$ cat config.mk
export PLATFORM = sky130hd
export DESIGN_NAME = mnist_frame_capture
export DESIGN_NICKNAME = d
export VERILOG_FILES = /design/src/rtl/mnist_frame_capture.sv
export SDC_FILE = /design/constraint.sdc
export NUM_CORES = 2
export LEC_CHECK = 0
export BUFFER_PORTS_ARGS = -buffer_cell sky130_fd_sc_hd__clkbuf_2
export CAP_MARGIN = 25
export CORE_AREA = 2 2 458 460
export CTS_CLUSTER_DIAMETER = 100
export DETAILED_ROUTE_END_ITERATION = 16
export DIE_AREA = 0 0 460 462
export PLACE_DENSITY = 0.58
export SYNTH_ARGS = -nofsm -noshare
export SYNTH_HDL_FRONTEND = slang
export SYNTH_SLANG_ARGS = --single-unit
$ cat constraint.sdc
create_clock -name iCLK -period 32.4 [get_ports iCLK]
set_input_delay 6.48 -clock iCLK [delete_from_list [all_inputs] [get_ports iCLK]]
set_output_delay 6.48 -clock iCLK [all_outputs]
set_load 0.005 [all_outputs]
$ cat src/rtl/mnist_frame_capture.sv
// Captures a 28x28 down-sampled VGA stream into a ping-pong pair of binarised frame banks.
// The capture side fills one bank while the classifier reads the other.
module mnist_frame_capture #(
  parameter int IMG_DIM    = 28,
  parameter int BIN_THRESH = 128,
  parameter int ADDR_W     = 10
) (
  input  logic              iCLK,
  input  logic              iRST_N,
  input  logic              iCapture_en,
  input  logic              iStart_pixel,
  input  logic              iStart_stream,
  input  logic [4:0]        iSample_H_Cont,
  input  logic [4:0]        iSample_V_Cont,
  input  logic [7:0]        iBW,
  input  logic [ADDR_W-1:0] iRd_addr,
  output logic              oRd_data,
  output logic              oFrame_valid,
  input  logic              iFrame_ack,
  output logic              oBusy,
  output logic [15:0]       oFrame_count,
  output logic [7:0]        oDrop_count,
  output logic [7:0]        oErr_count
);

  localparam int FRAME = IMG_DIM * IMG_DIM;
  localparam logic [ADDR_W-1:0] LAST_IDX = ADDR_W'(FRAME - 1);
  localparam logic [ADDR_W-1:0] FRAME_SZ = ADDR_W'(FRAME);

  typedef enum logic [2:0] {
    IDLE,
    WAIT_SOF,
    ARMED,
    CAPTURE,
    COMMIT
  } captureState_t;

  captureState_t state, nextState;

  logic              bankMem [2][FRAME];
  logic              wrBank, rdBank;
  logic              frameValid;
  logic [ADDR_W-1:0] expected, nextExpected;
  logic [15:0]       frameCount;
  logic [7:0]        dropCount, errCount;
  logic              rdData;

  logic              doWrite, errInc, doCommit, doDrop;
  logic [ADDR_W-1:0] sampleIdx;
  logic              pixelBit;
  logic              strobe;

  assign sampleIdx = (ADDR_W'(iSample_V_Cont) - ADDR_W'(1)) * ADDR_W'(IMG_DIM)
                   + ADDR_W'(iSample_H_Cont) - ADDR_W'(1);
  assign pixelBit  = (iBW >= 8'(BIN_THRESH));
  // A start-of-frame pulse masks any strobe that arrives with it.
  assign strobe    = iStart_stream && !iStart_pixel;

  always_comb begin
    nextState    = state;
    nextExpected = expected;
    doWrite      = 1'b0;
    errInc       = 1'b0;
    doCommit     = 1'b0;
    doDrop       = 1'b0;
    if (!iCapture_en) begin
      nextState = IDLE;
    end else begin
      case (state)
        IDLE:     nextState = WAIT_SOF;
        WAIT_SOF: if (iStart_pixel) nextState = ARMED;
        ARMED: begin
          if (strobe && iSample_H_Cont == 5'd1 && iSample_V_Cont == 5'd1) begin
            doWrite      = 1'b1;
            nextExpected = ADDR_W'(1);
            nextState    = CAPTURE;
          end
        end
        CAPTURE: begin
          if (iStart_pixel) begin
            errInc    = 1'b1;
            nextState = ARMED;
          end else if (iStart_stream) begin
            if (sampleIdx == expected) begin
              doWrite      = 1'b1;
              nextExpected = expected + ADDR_W'(1);
              if (sampleIdx == LAST_IDX) nextState = COMMIT;
            end else begin
              errInc    = 1'b1;
              nextState = WAIT_SOF;
            end
          end
        end
        COMMIT: begin
          if (!frameValid || iFrame_ack) doCommit = 1'b1;
          else                           doDrop   = 1'b1;
          nextState = WAIT_SOF;
        end
        default: nextState = IDLE;
      endcase
    end
  end

  always_ff @(posedge iCLK) begin
    if (!iRST_N) begin
      state      <= IDLE;
      expected   <= '0;
      wrBank     <= 1'b0;
      rdBank     <= 1'b1;
      frameValid <= 1'b0;
      frameCount <= '0;
      dropCount  <= '0;
      errCount   <= '0;
      rdData     <= 1'b0;
    end else begin
      state    <= nextState;
      expected <= nextExpected;
      // A commit in the same cycle as an ack consumes the ack and keeps the frame valid.
      if (doCommit) begin
        wrBank     <= rdBank;
        rdBank     <= wrBank;
        frameValid <= 1'b1;
        frameCount <= frameCount + 16'd1;
      end else if (iFrame_ack) begin
        frameValid <= 1'b0;
      end
      if (doDrop && dropCount != 8'hFF) dropCount <= dropCount + 8'd1;
      if (errInc && errCount != 8'hFF)  errCount  <= errCount + 8'd1;
      rdData <= (iRd_addr < FRAME_SZ) ? bankMem[rdBank][iRd_addr] : 1'b0;
    end
  end

  // Bank storage has no reset so it can map onto block RAM.
  always_ff @(posedge iCLK) begin
    if (iRST_N && doWrite) bankMem[wrBank][sampleIdx] <= pixelBit;
  end

  assign oRd_data     = rdData;
  assign oFrame_valid = frameValid;
  assign oBusy        = (state == ARMED) || (state == CAPTURE);
  assign oFrame_count = frameCount;
  assign oDrop_count  = dropCount;
  assign oErr_count   = errCount;

endmodule

==> flow_metrics.py <==
metrics = {
    "run_status": {
        "run_status": "finished clean",
    },
    "global_routing": {
        "grt_util_all_layers_pct": 18.3,
        "antenna_violations_before_repair": 8,
        "gr-total-overflow": 0,
        "grt_pass1_wl_um": 291000,
        "grt_start_max_net_pins": 252,
        "first_global_vias": 43588,
    },
    "worst_setup_path": {
        "crit_required_ns": 32.87,
        "cp_top_family": "compound AO/OA/AOI/OAI gates",
        "rr_worst_depth": 12,
        "crit_chain": "clkbuf_2, inv_1, ha_1, xnor2_1, fa_1, inv_1, ha_1, a21o_1, a21oi_1, xnor2_1, inv_1, ha_1, o21ai_0, nand2b_1, o41ai_1, a21oi_1, xnor3_1, and4_1, a41o_2, nand4_1, buf_4, buf_4, buf_16, nor3_1",
        "timing.critical_path.slowest_cell_delay_ns": 0.90,
        "worst-path-buf-inv": 7,
        "path_class": "input port to flop",
        "rr_endpoint": "oRd_data$_SDFF_PN0_",
        "critical_path.endpoint_type": "flop",
        "worst_path_max_delay_cell": "sky130_fd_sc_hd__a41o_2",
        "ff2ff_setup_slack_ns": 26.63,
        "cp.arrival_ns": 12.97,
        "critPathLaunchType": "input port",
        "path_max_fanout": 80,
    },
    "timing": {
        "report.final.setup_viol": 0,
        "final_min_period_over_clock_period_pct": 38.6,
        "worst_slew_pin_slew_ns": 1.11,
        "final_hold_viol_count": 0,
        "worst_slack_ns": 19.90,
        "finalMaxSlewViolations": 0,
        "relSlewSlack_pct": 25.8,
        "finalCriticalPeriod_ns": 12.50,
        "setup_tns_ns": 0,
        "clock_skew_ns": 0.0368,
        "setup_repair_after_global_routing_missed_its_margin": "false",
        "max_freq_mhz": 80.0,
    },
    "routing": {
        "drt_wl_total_um": 196000,
        "post_drt_via_cell_ratio": 5.59,
        "route.vias.total": 43588,
        "post_dr_wirelength_cell_um": 25.2,
        "detail_route.first_pass.iterations": 5,
        "antenna_violating_nets_post_route": 0,
        "drtIter0Drc": 5126,
        "remaining_drc_errors": 0,
    },
    "logic_synthesis": {
        "synth.cells.most_frequent": "1,568 x sky130_fd_sc_hd__edfxtp_1, 1,151 x sky130_fd_sc_hd__nor2_1, 540 x sky130_fd_sc_hd__nor3_1, 385 x sky130_fd_sc_hd__mux4_2, 244 x sky130_fd_sc_hd__clkbuf_1",
        "synth_largest_area_cell": "sky130_fd_sc_hd__edfxtp_1",
        "post_synth_main_area_contributors": "sky130_fd_sc_hd__edfxtp_1 65%, sky130_fd_sc_hd__mux4_2 12%, sky130_fd_sc_hd__nor2_1 6.0%",
        "yosys_warnings": 0,
        "main_combinational_cell_family_by_area_after_synthesis": "multiplexers",
        "post_synth_and_or_nand_nor_area_fraction_pct": 12.6,
        "yosys.area_share.adder_pct": 0.589,
        "synth_seq_area_share_pct": 66.6,
        "async_reset_ff_share_pct": 0,
        "post_synth_mux_area_share_pct": 13.4,
        "ys_ff_latch": 1618,
        "synth.most_common_cell": "sky130_fd_sc_hd__edfxtp_1",
        "synth.distinct_cells": 77,
        "portion_of_synthesized_cell_area_occupied_by_the_leading_cell_type_pct": 65.2,
        "synth_xor_area_share_pct": 0.646,
        "syn_inst": 5099,
        "postSynthNetCount": 5164,
        "mappedNetlistArea_um2": 72200,
        "synth-compound-area-share_pct": 2.76,
        "ys_flop_type": "sky130_fd_sc_hd__edfxtp_1",
        "avgSynthCellArea_um2": 14.2,
        "synth_edf_count": 1568,
    },
    "layout": {
        "final_layout_size_suffix_gt1_share_pct": 16.3,
        "multiInputGateArea_um2": 21900,
        "num-nets-final": 5007,
        "layout_fillers": 19533,
        "area_growth_pct": 11.3,
        "seqCellArea_um2": 48100,
    },
    "pwr": {
        "combPwrFrac_pct": 17.3,
        "power_switching_uw": 1540,
        "seq_power_share_pct": 45.4,
        "pwr_density_cell_nw_per_um2": 62.9,
        "share_clk_of_total_power_pct": 37.3,
        "netSwitchingFraction_pct": 30.5,
        "vdd_ir_drop_max_uv": 114,
        "cell_internal_power_uw": 3510,
        "p_total_uw": 5050,
        "leakage_uw": 0.0236,
    },
    "placement": {
        "estimated_wirelength_of_the_detail_placed_design_um": 114000,
        "setup_slack_at_placement_ns": 18.82,
        "place.gp.congestion": 0.805,
        "port_buffers": 61,
    },
    "clocking": {
        "cts_buffer_depth": 3,
        "clock_sink_total": 1618,
        "cts.reportedPaths.clkPinSlew_ns": 0.06,
        "worst_skew_pair.late_latency_ns": 0.81,
        "ctsRootBufferMaster": "sky130_fd_sc_hd__clkbuf_16",
        "total_cts_buffers": 167,
        "ctsResizeCount": 0,
        "cts_setup_buffers": 0,
        "number_of_buffers_added_to_fix_hold_violations_after_cts": 0,
        "cts_htree_levels": 4,
        "clock_tree_from_tritoncts": "built",
    },
    "hold_path": {
        "min_to": "oErr_count[6]$_SDFFE_PN0P_",
        "timing.hold.worst.start": "oErr_count[6]$_SDFFE_PN0P_",
        "hold_path.class": "flop to flop",
        "hold_path_depth": 2,
    },
    "flow_run": {
        "maxCapViolations": 0,
    },
    "floorplanning": {
        "initial_utilization_pct": 34.7,
        "design.core.area_um2": 208000,
        "rows": 168,
        "die-height_um": 462,
        "dieArea_um2": 213000,
        "die_x_um": 460,
        "ports": 69,
    },
}
worst min-delay path: cells and delay by family, from the launching register on:
| kind | cells | cell delay, ns |
|---|---|---|
| flip-flops | 1 | 0.32 |
| multiplexers | 1 | 0.05 |
| AND/OR/NAND/NOR | 1 | 0.06 |
layer usage:
metal,wire length (um),up-vias,track usage (%)
met2,95200,1559,30.6
met3,13500,327,3.22
met4,6520,8,6.07
met1,80900,22835,24.2
met5,62,-,0
li1,-,18859,-
power by group through the flow:
| stage | logic (uW) | clock network, uW | registers (uW) |
|---|---|---|---|
| 6_report | 876 | 1880 | 2290 |
| 4_1_cts | 852 | 1910 | 2290 |
| 3_3_place_gp | 835 | 0 | 2340 |
| 5_1_grt | 935 | 1990 | 2290 |
| 2_1_floorplan | 565 | 0 | 2370 |
| 3_5_place_dp | 851 | 0 | 2340 |
placed cells by master, fill, tap and decap left out, types with 22 or more instances in the layout:
cell and instances:
sky130_fd_sc_hd__nor3_1 540, sky130_fd_sc_hd__a22oi_1 65, sky130_fd_sc_hd__mux2i_1 94, sky130_fd_sc_hd__edfxtp_1 1568
sky130_fd_sc_hd__clkinv_1 43, sky130_fd_sc_hd__o21ai_0 35, sky130_fd_sc_hd__mux4_2 385, sky130_fd_sc_hd__ha_1 26
sky130_fd_sc_hd__a21oi_1 52, sky130_fd_sc_hd__dfxtp_1 48, sky130_fd_sc_hd__xor2_1 22, sky130_fd_sc_hd__clkbuf_2 56
sky130_fd_sc_hd__clkinv_2 22, sky130_fd_sc_hd__inv_1 36, sky130_fd_sc_hd__clkbuf_16 170, sky130_fd_sc_hd__buf_4 78
sky130_fd_sc_hd__clkbuf_1 38, sky130_fd_sc_hd__nand2_1 193, sky130_fd_sc_hd__nor2_1 1150, sky130_fd_sc_hd__nand4_1 33
sky130_fd_sc_hd__nand3_1 56
sequential cells by signal, indices dropped and copies added, names as in the netlist, named ones only:
| signal | flops |
|---|---|
| rdBank | 1 |
| oDrop_count | 8 |
| bankMem | 1568 |
| state | 3 |
| oErr_count | 8 |
| expected | 10 |
| oFrame_count | 16 |
| oRd_data | 1 |
| oFrame_valid | 1 |
| wrBank | 1 |
layout make-up:
class / count / share of cell area [%]
sequential: 1618 / 59.8
multi-input combinational: 2947 / 27.2
clock buffer: 214 / 5.57
tap: 2720 / 4.24
timing repair buffer: 168 / 1.96
clock inverter: 90 / 0.965
inverter: 40 / 0.187
antenna: 2 / 0.00623
how the worst max path moves through the flow:
stage,startpoint,to,slack (ns),depth (start not counted)
finish,iSample_V_Cont[0],bankMem[1][174]$_DFFE_PP_,19.90,24
global route,iSample_V_Cont[0],bankMem[1][105]$_DFFE_PP_,19.40,24
CTS,iSample_V_Cont[0],bankMem[1][108]$_DFFE_PP_,19.68,23
detailed placement,iSample_V_Cont[0],bankMem[1][47]$_DFFE_PP_,18.82,23
global placement,iSample_V_Cont[0],bankMem[1][111]$_DFFE_PP_,18.91,23
floorplan,iBW[7],bankMem[0][0]$_DFFE_PP_,12.61,1
through the flow:
stage / hold slack (ns) / utilization [%] / instances / area (um2)
4_1_cts: 0.492 / 38.4 / 7779 / 80000
6_report: 0.484 / 38.6 / 7799 / 80400
3_3_place_gp: 0.469 / 35.8 / 7464 / 74500
3_5_place_dp: 0.489 / 35.9 / 7475 / 74700
2_1_floorplan: 0.443 / - / 5099 / 72200
5_1_grt: 0.511 / 38.6 / 7798 / 80400
kinds of logic (layout without fill, tap and decap cells):
group	count (synthesis)	in the layout
AOI/OAI and AO/OA	284	284
xor gates and xnor gates	48	48
adders and majority gates	31	31
buffers and inverters	534	512
DFF	1618	1618
muxes	484	484
other	0	2
and+or+nand+nor	2100	2100
Note: power is estimated with default switching activity, not from simulation.
